<file path="config.mk">
export PLATFORM = sky130hd
export DESIGN_NAME = pipelined_adder
export DESIGN_NICKNAME = d
export VERILOG_FILES = /design/src/rtl/pipelined_adder_pkg.sv /design/src/rtl/pipelined_adder_stage.sv /design/src/rtl/pipelined_adder.sv
export SDC_FILE = /design/constraint.sdc
export NUM_CORES = 1
export LEC_CHECK = 0
export BUFFER_PORTS_ARGS = -buffer_cell sky130_fd_sc_hd__buf_4
export CAP_MARGIN = 20
export CORE_MARGIN = 10
export CORE_UTILIZATION = 25
export CTS_BUF_LIST = sky130_fd_sc_hd__clkbuf_2 sky130_fd_sc_hd__clkbuf_4 sky130_fd_sc_hd__clkbuf_8
export CTS_CLUSTER_DIAMETER = 100
export DETAILED_ROUTE_END_ITERATION = 12
export PLACE_DENSITY = 0.49
export SETUP_SLACK_MARGIN = 0.2
export SLEW_MARGIN = 10
export SYNTH_ARGS = -nofsm -noshare
export SYNTH_HDL_FRONTEND = slang
export SYNTH_HIERARCHICAL = 1
export SYNTH_SLANG_ARGS = --single-unit
</file>
<file path="constraint.sdc">
create_clock -name Clock -period 11.1 [get_ports Clock]
set_clock_uncertainty 0.2 [all_clocks]
set_input_delay 1.11 -clock Clock [delete_from_list [all_inputs] [get_ports Clock]]
set_output_delay 1.11 -clock Clock [all_outputs]
set_load 0.02 [all_outputs]
</file>
<file path="src/rtl/pipelined_adder_pkg.sv">
// pipelined_adder_pkg: shared definitions for the pipelined adder/subtractor.
// Holds the operation mode encoding and the segment-width helper used to
// split WIDTH into STAGES equal slices.
package pipelined_adder_pkg;

    // Operation mode carried on the Sub input.
    typedef enum logic {
        MODE_ADD = 1'b0,
        MODE_SUB = 1'b1
    } mode_e;

    // Default geometry of the block.
    localparam int DEF_WIDTH  = 64;
    localparam int DEF_STAGES = 4;

    // Width of one pipeline segment.
    function automatic int seg_w(input int width, input int stages);
        return width / stages;
    endfunction

endpackage

</file>
<file path="src/rtl/pipelined_adder_stage.sv">
// pipelined_adder_stage: one SEG_W-bit slice of the pipelined adder.
// Adds its operand segment plus the incoming carry and registers the
// segment sum, the carry out and the stage valid bit. All registers
// advance only when en_i is high, so the whole pipe stalls together.
module pipelined_adder_stage #(
    parameter int SEG_W = 16
) (
    input  logic             clk_i,
    input  logic             rst_i,
    input  logic             en_i,
    input  logic             valid_i,
    input  logic [SEG_W-1:0] a_i,
    input  logic [SEG_W-1:0] b_i,
    input  logic             carry_i,
    output logic             valid_o,
    output logic [SEG_W-1:0] sum_o,
    output logic             carry_o
);

    logic [SEG_W:0]   add_d;
    logic             valid_q;
    logic [SEG_W-1:0] sum_q;
    logic             carry_q;

    // Segment add with one extra bit to catch the carry out of the slice.
    always_comb begin
        add_d = {1'b0, a_i} + {1'b0, b_i} + {{SEG_W{1'b0}}, carry_i};
    end

    // Stage register: captures the slice result on advance, holds on stall.
    always_ff @(posedge clk_i or posedge rst_i) begin
        if (rst_i) begin
            valid_q <= 1'b0;
            sum_q   <= '0;
            carry_q <= 1'b0;
        end else if (en_i) begin
            valid_q <= valid_i;
            sum_q   <= add_d[SEG_W-1:0];
            carry_q <= add_d[SEG_W];
        end
    end

    assign valid_o = valid_q;
    assign sum_o   = sum_q;
    assign carry_o = carry_q;

endmodule

</file>
<file path="src/rtl/pipelined_adder.sv">
// pipelined_adder: parametrised pipelined two-operand adder/subtractor.
// WIDTH is split into STAGES equal segments; stage k adds segment k using
// the registered carry of stage k-1. Higher operand segments travel skewed
// through delay registers, completed low result segments travel forward,
// so Sum/CarryOut come out of the last stage aligned.
//
// Handshake: an operand transfers when InValid & InReady at a rising edge,
// a result transfers when OutValid & OutReady at a rising edge. The pipe
// advances when the output slot is empty or being drained
// (advance = ~OutValid | OutReady), and InReady is that same signal, so the
// whole pipe moves or stalls as one and sustains one operation per cycle.
//
// Optional feature: define PIPE_ADDER_OVERFLOW_EN to add the Overflow port
// (signed overflow of the result, valid together with OutValid).
module pipelined_adder
    import pipelined_adder_pkg::*;
#(
    parameter int WIDTH  = DEF_WIDTH,
    parameter int STAGES = DEF_STAGES
) (
    input  logic             Clock,
    input  logic             Reset,
    input  logic             InValid,
    output logic             InReady,
    input  logic [WIDTH-1:0] X,
    input  logic [WIDTH-1:0] Y,
    input  logic             CarryIn,
    input  logic             Sub,
    output logic             OutValid,
    input  logic             OutReady,
    output logic [WIDTH-1:0] Sum,
    output logic             CarryOut
`ifdef PIPE_ADDER_OVERFLOW_EN
    ,
    output logic             Overflow
`endif
);

    localparam int SW = seg_w(WIDTH, STAGES);

    // The segment split only works for an exact division of the width.
    if (STAGES < 1 || (WIDTH % STAGES) != 0) begin : g_bad_cfg
        $error("pipelined_adder: WIDTH must be a multiple of STAGES");
    end

    mode_e            mode;
    logic             advance;
    logic [WIDTH-1:0] y_eff;
    logic             cin_eff;

    assign advance = ~OutValid | OutReady;
    assign InReady = advance;
    assign mode    = mode_e'(Sub);

    // Entry conditioning: subtraction becomes X + ~Y + 1, so the mode bit
    // is not needed by any later stage.
    always_comb begin
        y_eff   = Y;
        cin_eff = CarryIn;
        if (mode == MODE_SUB) begin
            y_eff   = ~Y;
            cin_eff = 1'b1;
        end
    end

    for (genvar k = 0; k < STAGES; k++) begin : g_stage
        // Operand segments k..STAGES-1 as seen by stage k (low SW bits are
        // the ones this stage adds, the rest are passed on).
        logic [WIDTH-k*SW-1:0] xs;
        logic [WIDTH-k*SW-1:0] ys;
        // Result segments 0..k once stage k has registered its slice.
        logic [(k+1)*SW-1:0]   res;
        logic                  vin;
        logic                  cin;
        logic                  v_q;
        logic                  c_q;
        logic [SW-1:0]         s_q;

        if (k == 0) begin : g_entry
            assign xs  = X;
            assign ys  = y_eff;
            assign vin = InValid;
            assign cin = cin_eff;
            assign res = s_q;
        end else begin : g_inner
            logic [WIDTH-k*SW-1:0] xs_q;
            logic [WIDTH-k*SW-1:0] ys_q;
            logic [k*SW-1:0]       lo_q;

            // Skew/deskew registers: delay the untouched high operand
            // segments and the finished low result segments by one stage.
            always_ff @(posedge Clock or posedge Reset) begin
                if (Reset) begin
                    xs_q <= '0;
                    ys_q <= '0;
                    lo_q <= '0;
                end else if (advance) begin
                    xs_q <= g_stage[k-1].xs[WIDTH-(k-1)*SW-1:SW];
                    ys_q <= g_stage[k-1].ys[WIDTH-(k-1)*SW-1:SW];
                    lo_q <= g_stage[k-1].res;
                end
            end

            assign xs  = xs_q;
            assign ys  = ys_q;
            assign vin = g_stage[k-1].v_q;
            assign cin = g_stage[k-1].c_q;
            assign res = {s_q, lo_q};
        end

        pipelined_adder_stage #(
            .SEG_W(SW)
        ) u_stage (
            .clk_i   (Clock),
            .rst_i   (Reset),
            .en_i    (advance),
            .valid_i (vin),
            .a_i     (xs[SW-1:0]),
            .b_i     (ys[SW-1:0]),
            .carry_i (cin),
            .valid_o (v_q),
            .sum_o   (s_q),
            .carry_o (c_q)
        );
    end

    assign Sum      = g_stage[STAGES-1].res;
    assign CarryOut = g_stage[STAGES-1].c_q;
    assign OutValid = g_stage[STAGES-1].v_q;

`ifdef PIPE_ADDER_OVERFLOW_EN
    // The carry into the MSB equals a_msb ^ b_msb ^ sum_msb, so registering
    // the operand MSB parity next to the last stage is enough to recover it.
    logic msb_x_q;

    // MSB operand parity, captured with the last stage and held on stall.
    always_ff @(posedge Clock or posedge Reset) begin
        if (Reset) begin
            msb_x_q <= 1'b0;
        end else if (advance) begin
            msb_x_q <= g_stage[STAGES-1].xs[SW-1] ^ g_stage[STAGES-1].ys[SW-1];
        end
    end

    assign Overflow = msb_x_q ^ Sum[WIDTH-1] ^ CarryOut;
`endif

endmodule

</file>
# == Yosys cells after proc, flatten, opt, wreduce, memory -nomap -nowiden ==
# Index checks and enable logic that the tools add are counted.
# classes
add_sub_neg,8
mux,2
bitwise,3
# ops
operator,count
$add A16 B16 Y17,4
$add A17 B1 Y17,4
$mux W64,1
$not A64 Y64,1
$mux W1,1
$not A1 Y1,1
$or A1 B1 Y1,1
# word_totals
wordCells,34
regBits,360
output_inout_bits,67
in_bits,134

# == Longest topological paths before layout ==
# logic_depth
word_depth,4
ltp_mapped,12
mapped_depth_nobuf,9

# == Cells and area by module ==
# The synthesis kept the hierarchy.
# by_module_without_submodules
mod,seq_area_each_um2,area_each_um2,n_inst,cells_each
pipelined_adder,7206.9,12144.1,1,682
pipelined_adder_stage at g_stage[2].u_stage ...,450.4,1468.9,2,151
pipelined_adder_stage at g_stage[0].u_stage ...,450.4,1456.4,2,154

# == Least setup slack after synthesis ==
# Ideal clock, no wire load.
# synth_path
path_type,input port to flip-flop
startpoint,input port Sub
endpoint,register g_stage[0].u_stage.sum_q[12]
setup_ps,125
arrival_time_ps,3515
path_slack_ps,7260
required_time_ps,10775
path_buffers,2
path_stages,11
cell_sequence,buf_4 buf_4 or2_2 fa_1 fa_1 a21o_1 nand3_1 a31o_2 o21ai_0 xor2_1 mux2_2
# synth_between
word_cells_on_any_way,4
classes_between,2 x add/sub; 2 x mux
# synth_rtl
item,line,text
"start, declared",pipelined_adder.sv:28,"input logic Sub,"
$mux W1,pipelined_adder.sv:60,if (mode == MODE_SUB) begin
via cin_eff,pipelined_adder.sv:49,logic cin_eff;
$add A17 B1 Y17,pipelined_adder_stage.sv:27,"add_d = {1'b0, a_i} + {1'b0, b_i} + {{SEG_W{1'b0}}, carry_i};"
"end signal, assigned",pipelined_adder_stage.sv:38,sum_q <= add_d[SEG_W-1:0];
"end, declared",pipelined_adder_stage.sv:22,logic [SEG_W-1:0] sum_q;
# The timed path passes the listed nets, and every way through them passes these cells.
# A chain may end at the register's enable or synchronous reset.

# == Worst setup path after layout ==
# layout_path
startpoint,input port OutReady
endpoint,register g_stage[0].u_stage.sum_q[11]
# layout_between
elab_chain_cells,1
# layout_rtl
item,line,text
"start, declared",pipelined_adder.sv:30,"input logic OutReady,"
$or A1 B1 Y1,pipelined_adder.sv:51,assign advance = ~OutValid | OutReady;
# Every way passes these cells.

==> impl_metrics.csv <==
group,metric,value,unit
run,cap_viol_max_count,0,
layout,finish.utilization,30.6,%
layout,number_of_nets_in_the_layout,1716,
logic_synthesis,synth_enable_flop_cells,0,
placed_design,gp_congestion,0.773,
logic_synthesis,area_of_the_mapped_netlist,18000,µm²
worst_setup_path,critPathMaxFanout,124,
floorplan,dieArea,83100,µm²
logic_synthesis,cell_type_with_the_largest_total_area_after_synthesis,"dfrtp_1",
logic_synthesis,ys_warn_count,6,
timing,holdWs,0.284,ns
routing,detail-route-antenna-nets,0,
floorplan,die_width,288,µm
worst_setup_path,crit_arrival,4.50,ns
logic_synthesis,async_reset_ff_share,100,%
placed_design,dp_worst_slack,6.35,ns
timing,maxClockFrequency,238,MHz
logic_synthesis,synth_sequential_area_ratio,50.1,%
routing,avgRoutedWirePerCell,17.0,µm
floorplan,design.core.area,71400,µm²
timing,timing.max_slew.rel_slack,28.3,%
clocking,clk_latency,0.63,ns
logic_synthesis,synthCells,1292,
worst_setup_path,setup.worst_path.end_class,"flop",
routing,dr_total_vias,10890,
layout,post_route_cells_drive_above_1_share,43.7,%
worst_hold_path,min_path_type,"reg2reg",
floorplan,num_rows,98,
timing,drv_slew,0,
logic_synthesis,netlist.area_leader.share,50.1,%
global_routing,grt_pass1_wl,68000,µm
layout,finish.instance_area,21800,µm²
power,power_leakage,10.2,nW
timing,worst_slew_pin_slew,1.08,ns
global_routing,grt_max_degree,135,
clocking,h-tree-depth,3,
timing,post-route-period-util,37.9,%
logic_synthesis,netlist-cell-type-count,56,
timing,setup_viol_count_final,0,
global_routing,grtUsageTotal,10.2,%
logic_synthesis,synthesized_nets,1494,
timing,layout_setup_ws,6.90,ns
placed_design,placedCellCount,2391,
worst_setup_path,reg2reg_setup_slack,7.03,ns
clocking,cts_post_setup_buffers_inserted,0,
layout,post_layout_nonfiller_instances,2513,
run_status,result_of_the_run,"finished clean",
timing,rsz0062_at_grt,"no",
worst_setup_path,crit_required,11.40,ns
power,cellPowerDensity,304,nW/µm²
routing,drt_iter0_markers,480,
routing,drt_first_pass_iters,5,
logic_synthesis,synthFlopType,"dfrtp_1",
clocking,clk_pin_slew_worst_paths,0.06,ns
placed_design,placed_cell_area,20300,µm²
clocking,tritoncts_num_sinks,360,
logic_synthesis,syn_area_per_cell,13.9,µm²
logic_synthesis,yosys-top-cells-area,"dfrtp_1 (50%), mux2_4 (17%), mux2_2 (8.1%), ha_1 (4.2%), xor2_1 (3.9%)",
worst_setup_path,cp-start-kind,"input port",
routing,average_via_count_per_standard_cell,4.33,
placed_design,dp_hpwl,29500,µm
floorplan,initial_core_util,25.2,%
clocking,total_of_cells_resized_after_clock_tree_synthesis,0,
clocking,cts_hold_buf,0,
clocking,maximum_clock_path_buffer_count,3,
timing,timing.setup.tns,0,ns
timing,final_hold_viol_count,0,
clocking,cts_buffers,70,
logic_synthesis,top_cells_by_instance_count_after_synthesis,"dfrtp_1 (360), mux2_4 (200), mux2_2 (129), xor2_1 (80), nand2_1 (62)",
logic_synthesis,synth_most_common_cell,"dfrtp_1",
floorplan,die_h,288,µm
power,peakVddDrop,131,µV
global_routing,grt_pass1_vias,11828,
global_routing,grt_antenna_before_repair,5,
global_routing,grt_remaining_overflow,0,
clocking,tritoncts_clock_tree,"yes",
placed_design,io_buffer_count,200,
floorplan,floorplan.io_pins,201,
worst_setup_path,worst-setup-path-type,"in2reg",
layout,fill_cells,7251,
routing,total_wire_length_after_detailed_routing,42600,µm
timing,final.min_clock_period,4.20,ns
logic_synthesis,ys_ff_latch,360,
routing,remaining_drc_errors,0,
power,total_power,6.64,mW
clocking,cts-root-buf,"clkbuf_8",
layout,layout_area_growth_over_synthesis,21.3,%
layout by cell type (no fill, tap or decap), types with 6 or more instances in the layout:
cell type,Yosys,layout
o21ai_0,16,16
a211oi_1,6,6
mux2i_1,8,8
clkbuf_8,0,87
o21ai_1,6,6
nand4_1,14,14
o211ai_1,12,12
a221o_1,8,8
nor3_1,12,12
fa_1,8,8
mux2_1,7,7
inv_1,19,18
buf_4,3,206
mux2_2,129,129
nand3_1,6,6
dfrtp_1,360,360
xor2_1,80,80
a31o_2,6,6
nor2_1,38,38
mux2_4,200,200
ha_1,60,60
clkbuf_4,0,22
a21oi_1,60,60
a31oi_1,6,6
a21o_1,20,20
and3_1,10,10
xnor2_1,24,24
nand2_1,62,62
logic make-up (layout without fill, tap and decap cells):
family	Yosys count	after routing	synth area share [%]
compound gates	182	182	7.04
xor+xnor	104	104	5.06
fa+ha+maj	68	68	5.06
buf+inv	80	350	3.06
flops	360	360	50.1
mux	344	344	25.6
other cells	0	1	0
simple gates	154	154	4.07
per-layer routing:
layer  GRT usage (%)  wire [µm]
met1            13.4      19600
met2            15.9      19500
met3            2.78       2330
met4            3.92       1130
met5               0         32
area by class of cell:
| cell class | count | area, µm² | share of cell area, % |
|---|---|---|---|
| antenna | 1 | 2.50 | 0.0115 |
| clock buffer | 109 | 1360 | 6.24 |
| clock inverter | 11 | 109 | 0.499 |
| inverter | 21 | 114 | 0.522 |
| multi-input combinational | 852 | 8440 | 38.7 |
| sequential | 360 | 9010 | 41.3 |
| tap | 950 | 1190 | 5.45 |
| timing repair buffer | 209 | 1600 | 7.34 |
worst paths after layout:
kind	startpoint	to	cells after the start
max	OutReady	g_stage[0].u_stage/sum_o[11]	8
min	g_stage[2].g_inner.lo_q[14]	g_stage[3].g_inner.lo_q[14]	1
max reg2reg	g_stage[3].u_stage/valid_o	g_stage[0].u_stage/sum_o[11]	7
min reg2reg	g_stage[2].g_inner.lo_q[14]	g_stage[3].g_inner.lo_q[14]	1
max in group asynchronous	Reset	g_stage[1].g_inner.xs_q[25]	4
min in group asynchronous	Reset	g_stage[1].u_stage/valid_o	2
state kept, by name (all words and copies together), names as in the netlist:
| register | cells |
|---|---|
| g_stage.g_inner.lo_q | 96 |
| g_stage.g_inner.xs_q | 96 |
| g_stage.g_inner.ys_q | 96 |
| g_stage.u_stage/sum_o | 64 |
| g_stage.u_stage/carry_o | 4 |
| g_stage.u_stage/valid_o | 4 |
critical path: stages:
cell,delay (ns)
buf_4,0.08
nand2b_4,0.79
buf_12,0.52
buf_4,0.93
inv_1,0.27
nor3_1,0.26
a21oi_1,0.07
o311ai_0,0.09
report_power, final:
group | leakage, nW | switching [mW] | internal [mW] | total [mW]
combinational | 5.26 | 1.39 | 1.58 | 2.97
sequential | 4.19 | 0.362 | 1.91 | 2.27
clock | 0.782 | 0.594 | 0.805 | 1.40
total | 10.2 | 2.35 | 4.29 | 6.64
No activity file was read; power rests on OpenSTA's default activity.
